`config.mk`:
```
export PLATFORM = sky130hd
export DESIGN_NAME = alu_issue_stage
export DESIGN_NICKNAME = d
export VERILOG_FILES = /design/src/rtl/alu_issue_stage.sv
export SDC_FILE = /design/constraint.sdc
export NUM_CORES = 1
export LEC_CHECK = 0
export CORE_ASPECT_RATIO = 1.25
export CORE_UTILIZATION = 38
export CTS_CLUSTER_SIZE = 25
export DETAILED_ROUTE_END_ITERATION = 7
export PLACE_DENSITY_LB_ADDON = 0.12
export SYNTH_ARGS = -nofsm -noshare
export SYNTH_HDL_FRONTEND = slang
export SYNTH_SLANG_ARGS = --single-unit
```
`constraint.sdc`:
```
create_clock -name clock -period 0.8 [get_ports clock]
set_input_delay 0.16 -clock clock [delete_from_list [all_inputs] [get_ports clock]]
set_output_delay 0.16 -clock clock [all_outputs]
set_load 0.1 [all_outputs]
```
`src/rtl/alu_issue_stage.sv`:
```
// alu_issue_stage: ID/EX register stage that decodes the ID instruction into ALU control, operands and mem/wb controls.
// Optional: define ALU_ISSUE_ILLEGAL_CNT_EN to add the saturating illegal_cnt output.
`default_nettype none

module alu_issue_stage #(
  parameter int ZERO_REG_SUPPRESS = 1,
  parameter int ILLEGAL_AS_BUBBLE = 1
) (
  input  logic        clock,
  input  logic        resetn,
  input  logic        id_valid,
  input  logic [31:0] id_inst,
  input  logic [31:0] id_rs_val,
  input  logic [31:0] id_rt_val,
  input  logic        stall,
  input  logic        flush,
  output logic        ex_valid,
  output logic [31:0] ex_a,
  output logic [31:0] ex_b,
  output logic [3:0]  ex_aluc,
  output logic        ex_wreg,
  output logic [4:0]  ex_rn,
  output logic        ex_m2reg,
  output logic        ex_wmem,
  output logic [31:0] ex_st_data,
  output logic        ex_illegal
`ifdef ALU_ISSUE_ILLEGAL_CNT_EN
  ,
  output logic [7:0]  illegal_cnt
`endif
);

  localparam logic [3:0] ALUC_ADD = 4'b0000;
  localparam logic [3:0] ALUC_SUB = 4'b0100;
  localparam logic [3:0] ALUC_AND = 4'b0001;
  localparam logic [3:0] ALUC_OR  = 4'b0101;
  localparam logic [3:0] ALUC_XOR = 4'b0010;
  localparam logic [3:0] ALUC_LUI = 4'b0110;
  localparam logic [3:0] ALUC_SLL = 4'b0011;
  localparam logic [3:0] ALUC_SRL = 4'b0111;
  localparam logic [3:0] ALUC_SRA = 4'b1111;

  localparam logic [5:0] OP_RTYPE = 6'b000000;
  localparam logic [5:0] OP_ADDI  = 6'b001000;
  localparam logic [5:0] OP_ANDI  = 6'b001100;
  localparam logic [5:0] OP_ORI   = 6'b001101;
  localparam logic [5:0] OP_XORI  = 6'b001110;
  localparam logic [5:0] OP_LUI   = 6'b001111;
  localparam logic [5:0] OP_LW    = 6'b100011;
  localparam logic [5:0] OP_SW    = 6'b101011;
  localparam logic [5:0] OP_BEQ   = 6'b000100;
  localparam logic [5:0] OP_BNE   = 6'b000101;

  localparam logic [5:0] FN_ADD = 6'b100000;
  localparam logic [5:0] FN_SUB = 6'b100010;
  localparam logic [5:0] FN_AND = 6'b100100;
  localparam logic [5:0] FN_OR  = 6'b100101;
  localparam logic [5:0] FN_XOR = 6'b100110;
  localparam logic [5:0] FN_SLL = 6'b000000;
  localparam logic [5:0] FN_SRL = 6'b000010;
  localparam logic [5:0] FN_SRA = 6'b000011;

  logic [5:0]  op;
  logic [5:0]  funct;
  logic [4:0]  rt;
  logic [4:0]  rd;
  logic [4:0]  sa;
  logic [31:0] imm_sext;
  logic [31:0] imm_zext;

  assign op       = id_inst[31:26];
  assign rt       = id_inst[20:16];
  assign rd       = id_inst[15:11];
  assign sa       = id_inst[10:6];
  assign funct    = id_inst[5:0];
  assign imm_sext = {{16{id_inst[15]}}, id_inst[15:0]};
  assign imm_zext = {16'b0, id_inst[15:0]};

  logic [31:0] dec_a;
  logic [31:0] dec_b;
  logic [3:0]  dec_aluc;
  logic [4:0]  dec_rn;
  logic        dec_wreg;
  logic        dec_m2reg;
  logic        dec_wmem;
  logic        dec_ill;

  always_comb begin
    dec_a     = id_rs_val;
    dec_b     = id_rt_val;
    dec_aluc  = ALUC_ADD;
    dec_rn    = rd;
    dec_wreg  = 1'b1;
    dec_m2reg = 1'b0;
    dec_wmem  = 1'b0;
    dec_ill   = 1'b0;
    case (op)
      OP_RTYPE: begin
        case (funct)
          FN_ADD: dec_aluc = ALUC_ADD;
          FN_SUB: dec_aluc = ALUC_SUB;
          FN_AND: dec_aluc = ALUC_AND;
          FN_OR:  dec_aluc = ALUC_OR;
          FN_XOR: dec_aluc = ALUC_XOR;
          FN_SLL: begin dec_aluc = ALUC_SLL; dec_a = {27'b0, sa}; end
          FN_SRL: begin dec_aluc = ALUC_SRL; dec_a = {27'b0, sa}; end
          FN_SRA: begin dec_aluc = ALUC_SRA; dec_a = {27'b0, sa}; end
          default: dec_ill = 1'b1;
        endcase
      end
      OP_ADDI: begin dec_aluc = ALUC_ADD; dec_b = imm_sext; dec_rn = rt; end
      OP_ANDI: begin dec_aluc = ALUC_AND; dec_b = imm_zext; dec_rn = rt; end
      OP_ORI:  begin dec_aluc = ALUC_OR;  dec_b = imm_zext; dec_rn = rt; end
      OP_XORI: begin dec_aluc = ALUC_XOR; dec_b = imm_zext; dec_rn = rt; end
      OP_LUI:  begin dec_aluc = ALUC_LUI; dec_b = imm_zext; dec_rn = rt; end
      OP_LW: begin
        dec_aluc  = ALUC_ADD;
        dec_b     = imm_sext;
        dec_rn    = rt;
        dec_m2reg = 1'b1;
      end
      OP_SW: begin
        dec_aluc = ALUC_ADD;
        dec_b    = imm_sext;
        dec_rn   = rt;
        dec_wmem = 1'b1;
        dec_wreg = 1'b0;
      end
      OP_BEQ, OP_BNE: begin
        dec_aluc = ALUC_SUB;
        dec_rn   = rt;
        dec_wreg = 1'b0;
      end
      default: dec_ill = 1'b1;
    endcase

    // Undecodable words carry no operands and can never write anything.
    if (dec_ill) begin
      dec_a     = 32'b0;
      dec_b     = 32'b0;
      dec_aluc  = ALUC_ADD;
      dec_rn    = 5'b0;
      dec_wreg  = 1'b0;
      dec_m2reg = 1'b0;
      dec_wmem  = 1'b0;
    end else if ((ZERO_REG_SUPPRESS != 0) && (dec_rn == 5'b0)) begin
      dec_wreg = 1'b0;
    end
  end

  always_ff @(posedge clock or negedge resetn) begin
    if (!resetn) begin
      ex_valid   <= 1'b0;
      ex_a       <= 32'b0;
      ex_b       <= 32'b0;
      ex_aluc    <= 4'b0;
      ex_wreg    <= 1'b0;
      ex_rn      <= 5'b0;
      ex_m2reg   <= 1'b0;
      ex_wmem    <= 1'b0;
      ex_st_data <= 32'b0;
      ex_illegal <= 1'b0;
    end else if (flush || (!stall && !id_valid)) begin
      ex_valid   <= 1'b0;
      ex_a       <= 32'b0;
      ex_b       <= 32'b0;
      ex_aluc    <= 4'b0;
      ex_wreg    <= 1'b0;
      ex_rn      <= 5'b0;
      ex_m2reg   <= 1'b0;
      ex_wmem    <= 1'b0;
      ex_st_data <= 32'b0;
      ex_illegal <= 1'b0;
    end else if (!stall) begin
      ex_valid   <= ~dec_ill | (ILLEGAL_AS_BUBBLE == 0);
      ex_a       <= dec_a;
      ex_b       <= dec_b;
      ex_aluc    <= dec_aluc;
      ex_wreg    <= dec_wreg;
      ex_rn      <= dec_rn;
      ex_m2reg   <= dec_m2reg;
      ex_wmem    <= dec_wmem;
      ex_st_data <= id_rt_val;
      ex_illegal <= dec_ill;
    end
  end

`ifdef ALU_ISSUE_ILLEGAL_CNT_EN
  always_ff @(posedge clock or negedge resetn) begin
    if (!resetn) begin
      illegal_cnt <= 8'b0;
    end else if (!flush && !stall && id_valid && dec_ill && (illegal_cnt != 8'hFF)) begin
      illegal_cnt <= illegal_cnt + 8'd1;
    end
  end
`endif

endmodule

`default_nettype wire

```
Yosys cells after proc, flatten, opt, wreduce, memory -nomap -nowiden
Cells that the tools add are included.
- register bits: 110
- input bits: 101
- word-level logic and storage cells: 81
- equality and inequality tests: 17
- mux-type cells: 39
- bitwise operators: 1
- reduce and logical (&&, ||, !) cells: 14
- operator list (cell ; number):
    two-way mux 32 bit ; 10
    one-hot mux 32 bit (2 select lines) ; 1
    equality test 6 bit (second input constant) ; 7
    equality test 6 x 4 -> 1 bit (second input constant) ; 5
    one-hot mux 4 bit (7 select lines) ; 1
    one-hot mux 4 bit (6 select lines) ; 1
    two-way mux 5 bit ; 4
    two-way mux 1 bit ; 18
    equality test 6 x 2 -> 1 bit (second input constant) ; 2
    equality test 6 x 3 -> 1 bit (second input constant) ; 2
    logical NOT 6 bit ; 2
    two-way mux 4 bit ; 3
    OR reduction 3 bit ; 3
    OR reduction 9 bit ; 1
    OR reduction 8 bit ; 1
    logical NOT 5 bit ; 1
    OR reduction 4 bit ; 1
    logical NOT 1 bit ; 2
    != test 2 x 1 -> 1 bit (second input constant) ; 1
    one-hot mux 1 bit (2 select lines) ; 1
    OR reduction 2 bit ; 1
    logical AND 1 bit ; 1
    logical OR 1 bit ; 1
    NOT 1 bit ; 1

Depth between registers and ports, before layout
- word-level depth: 8
- gate-level depth with buffers: 9
- mapped depth without buffers: 5

Worst setup path before layout
Ideal clock, no wire load.
- path type: input port to flip-flop
- start: in id_inst[28]
- end: reg ex_b[24]
- arrival time: 1460 ps
- required time: 678 ps
- setup slack: -781 ps
- stages: 8
- buffers on the path: 3
- cells stage by stage: buf_6 and4b_1 a31oi_4 or2_1 buf_6 buf_8 a21o_1 a22o_1
- word-level cells in the longest chain between the ends: 6
- elaborated cells on any way between the ends: 18
- RTL lines (element ; line ; text):
    start: declaration ; 12 ; input logic [31:0] id_inst,
    equality test 6 x 3 -> 1 bit, or another cell as far along ; 97 ; case (op)
    OR reduction 9 bit (no line), or another cell as far along ; -- ;
    one-hot mux 1 bit (2 select lines) / one-hot mux 32 bit (2 select lines) (equally long branches) ; 97 ;
    two-way mux 32 bit (*) ; 138 ; if (dec_ill) begin
    two-way mux 32 bit (*) ; 174 ; end else if (!stall) begin
    two-way mux 32 bit (*) ; 163 ; end else if (flush || (!stall && !id_valid)) begin
    end signal: assignment ; 155 ; ex_b <= 32'b0;
    end signal: assignment ; 166 ; ex_b <= 32'b0;
    end signal: assignment ; 177 ; ex_b <= dec_b;
    end: declaration ; 19 ; output logic [31:0] ex_b,
Mark *: on every way between the ends. The rest lies on a longest branch, timed or not. The select of a mux whose other input is x is not followed.
A chain may end at the register's enable or synchronous reset.

Worst setup path in the final report
- start: in id_inst[27]
- end: reg ex_a[23]
- word-level cells in the longest chain between the ends: 6
- elaborated cells on any way between the ends: 16
- RTL lines (element ; line ; text):
    equality test 6 x 3 -> 1 bit, or another cell as far along ; 97 ;
    OR reduction 9 bit (no line) ; -- ;
    one-hot mux 1 bit (2 select lines) ; 97 ;
    two-way mux 32 bit (*) ; 138 ;
    two-way mux 32 bit (*) ; 174 ;
    two-way mux 32 bit (*) ; 163 ;
    end signal: assignment ; 154 ; ex_a <= 32'b0;
    end signal: assignment ; 165 ; ex_a <= 32'b0;
    end signal: assignment ; 176 ; ex_a <= dec_a;
    end: declaration ; 18 ; output logic [31:0] ex_a,
Marked as above.

==> flow_summary.yaml <==
synth:
  ys_ff_latch: 110
  synthDistinctLibCells: 51
  synth_edf_count: 0
  syn_area_mm2: 0.00486
  synth_flop_cell: "dfrtp_1"
  synth_area_leaders: "dfrtp_1, a22o_1, mux2i_1, a22o_2, nand2_1"
  netlist.area_leader.share_pct: 56.6
  yosysWarnings: 0
  syn-num-nets: 497
  syn_inst: 396
  ys_seq_area_share_pct: 56.6
  syn_area_per_cell_um2: 12.3
  synth.largest_area_cell: "dfrtp_1"
  ys_async_sr_fraction_pct: 100
cells_and_area:
  filler_cell_count: 541
  fin_nets: 807
  layout-drive-gt1-share_pct: 65.2
  fin_area_mm2: 0.0107
  n_antenna_cell: 0
  ff_latch_area_mm2: 0.00317
  final_core_utilization_pct: 86.4
  syn2layout_area_growth_pct: 119
  multi_input_area_mm2: 0.00221
floorplanning:
  num_rows: 45
  start_util_pct: 39.4
  pin_count: 211
  die_w_um: 103
  die_area_mm2: 0.0133
  chipHeight_um: 128
  core-area_mm2: 0.0123
grt:
  grt_start_max_net_pins: 30
  grt_pass1_vias: 5158
  antenna_found_initial: 0
  grtUsageTotal_pct: 30.1
  grt_pass1_wl_um: 29200
  grt_overflow: 0
critical_path:
  crit_type: "in -> reg"
  crit_fanout: 7
  cp-start-kind: "primary input"
  crit_path_end_kind: "register"
  critPathArrivalTime_ps: 1620
  required_ps: 1040
detailed_routing:
  avgViaCountPerCell: 5.64
  drc: 0
  wirelength_um: 21100
  dr_total_vias: 4931
  drt-wirelength-per-cell_um: 24.1
  drt-pass1-iter-count: 5
  drtIter0Drc: 230
  antenna_left: 0
sta:
  clock-skew-final_ps: 0
  tns_ps: -84910
  slew_headroom_pct: 65.1
  rsz0062_at_grt: "true"
  finalCritPeriodShare_pct: 173
  layout_setup_ws_ps: -584
  finalSetupViolations: 220
  worst_slew_pin_slew_ps: 520
  hold_violations: 0
  slew_viol_final: 0
  fmax_ghz: 0.723
  layout_min_cycle_time_ps: 1380
power_and_ir_drop:
  irDropWorstVdd_mv: 1.13
  leakage_nw: 4.50
  p_per_area_mw_per_mm2: 1300
  report.power.total_mw: 13.9
min_path:
  worstHoldPathType: "in -> async"
status:
  outcome: "complete, but fails checks"
  violations: "negative setup slack"
clock_tree:
  cts-root-buf: "clkbuf_16"
  cts_sinks: 110
  clk_latency_ps: 350
  cts_buffers: 9
  htree_levels: 3
  cts_tree: "built"
  clockBufferDepth: 2
  clk_pin_slew_ps: 70
job:
  max-cap-violations: 0
placed_design:
  port_buffers: 205
  pre_cts_slack_ps: -1340
  place_congestion: 0.902
  postPlaceCellArea_mm2: 0.00913
  dp_hpwl_um: 11700
## stage by stage
step                hold slack [ps]  cells
finish                          207    874
global route                    213    874
CTS                             202    861
detailed placement            -14.2    802
global placement              -15.0    802
floorplan                      -136    396
## routing by layer
layer | GRT usage [%] | wire length (µm) | vias to the layer above
li1 | - | - | 2096
met1 | 34.5 | 7430 | 2484
met2 | 53.6 | 11200 | 275
met3 | 5.59 | 1320 | 76
met4 | 14.1 | 1120 | 0
met5 | 0 | 0 | -
## power by group
group | total, mW | internal (mW) | switching, mW
Sequential | 5.85 | 5.72 | 0.129
Combinational | 3.45 | 1.64 | 1.81
Clock | 4.56 | 2.44 | 2.12
## worst max-delay path: stages
cell,delay (ps)
buf_2,150
buf_6,140
inv_1,80
o211a_4,160
o21bai_4,230
buf_6,140
a21boi_4,50
buf_12,140
clkbuf_16,160
a22o_2,210
## cells in the mapped netlist, types with 4 or more instances
cell and n:
a21o_1 12, inv_1 5, o21ai_2 10, a22o_2 20
nor2_1 11, o21ai_0 24, a21oi_1 4, mux2i_1 24
nand2_1 37, a32o_1 5, a21o_2 4, dfrtp_1 110
buf_6 9, clkbuf_1 17, a22o_1 55
## flip-flops by register name, indices dropped and copies added (netlist names)
signal      cells
ex_a           32
ex_aluc         4
ex_b           32
ex_illegal      1
ex_m2reg        1
ex_rn           5
ex_st_data     32
ex_valid        1
ex_wmem         1
ex_wreg         1
## cell usage in the layout (no fill, tap or decap), types with 3 or more instances in the layout
master / netlist / final
a22o_1: 55 / 55
clkbuf_16: 0 / 11
clkdlybuf4s50_1: 0 / 79
buf_8: 1 / 8
inv_1: 5 / 4
dfrtp_4: 0 / 110
buf_12: 0 / 127
nor2_1: 11 / 7
buf_2: 1 / 6
a21boi_4: 1 / 3
a21o_1: 12 / 12
buf_16: 0 / 11
nand2_1: 37 / 33
a22o_2: 20 / 18
o21ai_2: 10 / 24
nor3_1: 3 / 3
buf_4: 2 / 58
a21oi_4: 0 / 3
a32o_1: 5 / 5
a21o_2: 4 / 4
nand4_1: 3 / 3
mux2i_1: 24 / 21
buf_6: 9 / 34
o21ai_1: 1 / 7
## repair_timing
item | in CTS | in global routing
endpoints found under the setup margin | 220 | 247
gates cloned | 13 | 3
hold buffers | 1 | 0
setup buffers | 30 | 10
hold endpoints to repair | 110 | 0
pin swaps | 35 | 15
resized for setup | 180 | 18
## worst paths after layout
kind	from	end	slack (ps)	cells after the start
min	resetn	ex_b[6]	210	2
min in group clock	id_inst[2]	ex_b[2]	270	3
max	id_inst[27]	ex_a[23]	-580	10
max in group asynchronous	resetn	ex_a[3]	0	3
min reg2reg	ex_b[4]	ex_b[4]	570	2
max reg2reg	ex_b[23]	ex_b[23]	-150	2
## layout make-up
| class | count | area share [%] |
|---|---|---|
| Clock buffer | 9 | 2.11 |
| Sequential cell | 110 | 29.7 |
| Timing Repair Buffer | 331 | 44.7 |
| Multi-Input combinational cell | 249 | 20.7 |
| Inverter | 5 | 0.176 |
| Tap cell | 164 | 1.93 |
| Clock inverter | 6 | 0.669 |
## cell families (layout without fill, tap and decap cells)
kind of cell / after synthesis / after routing / synth area share (%)
compound gates: 153 / 153 / 26.5
flops: 110 / 110 / 56.6
simple gates: 72 / 72 / 7.26
buf+inv: 37 / 351 / 4.68
mux: 24 / 24 / 4.94
Note: power is estimated with default switching activity, not from simulation.
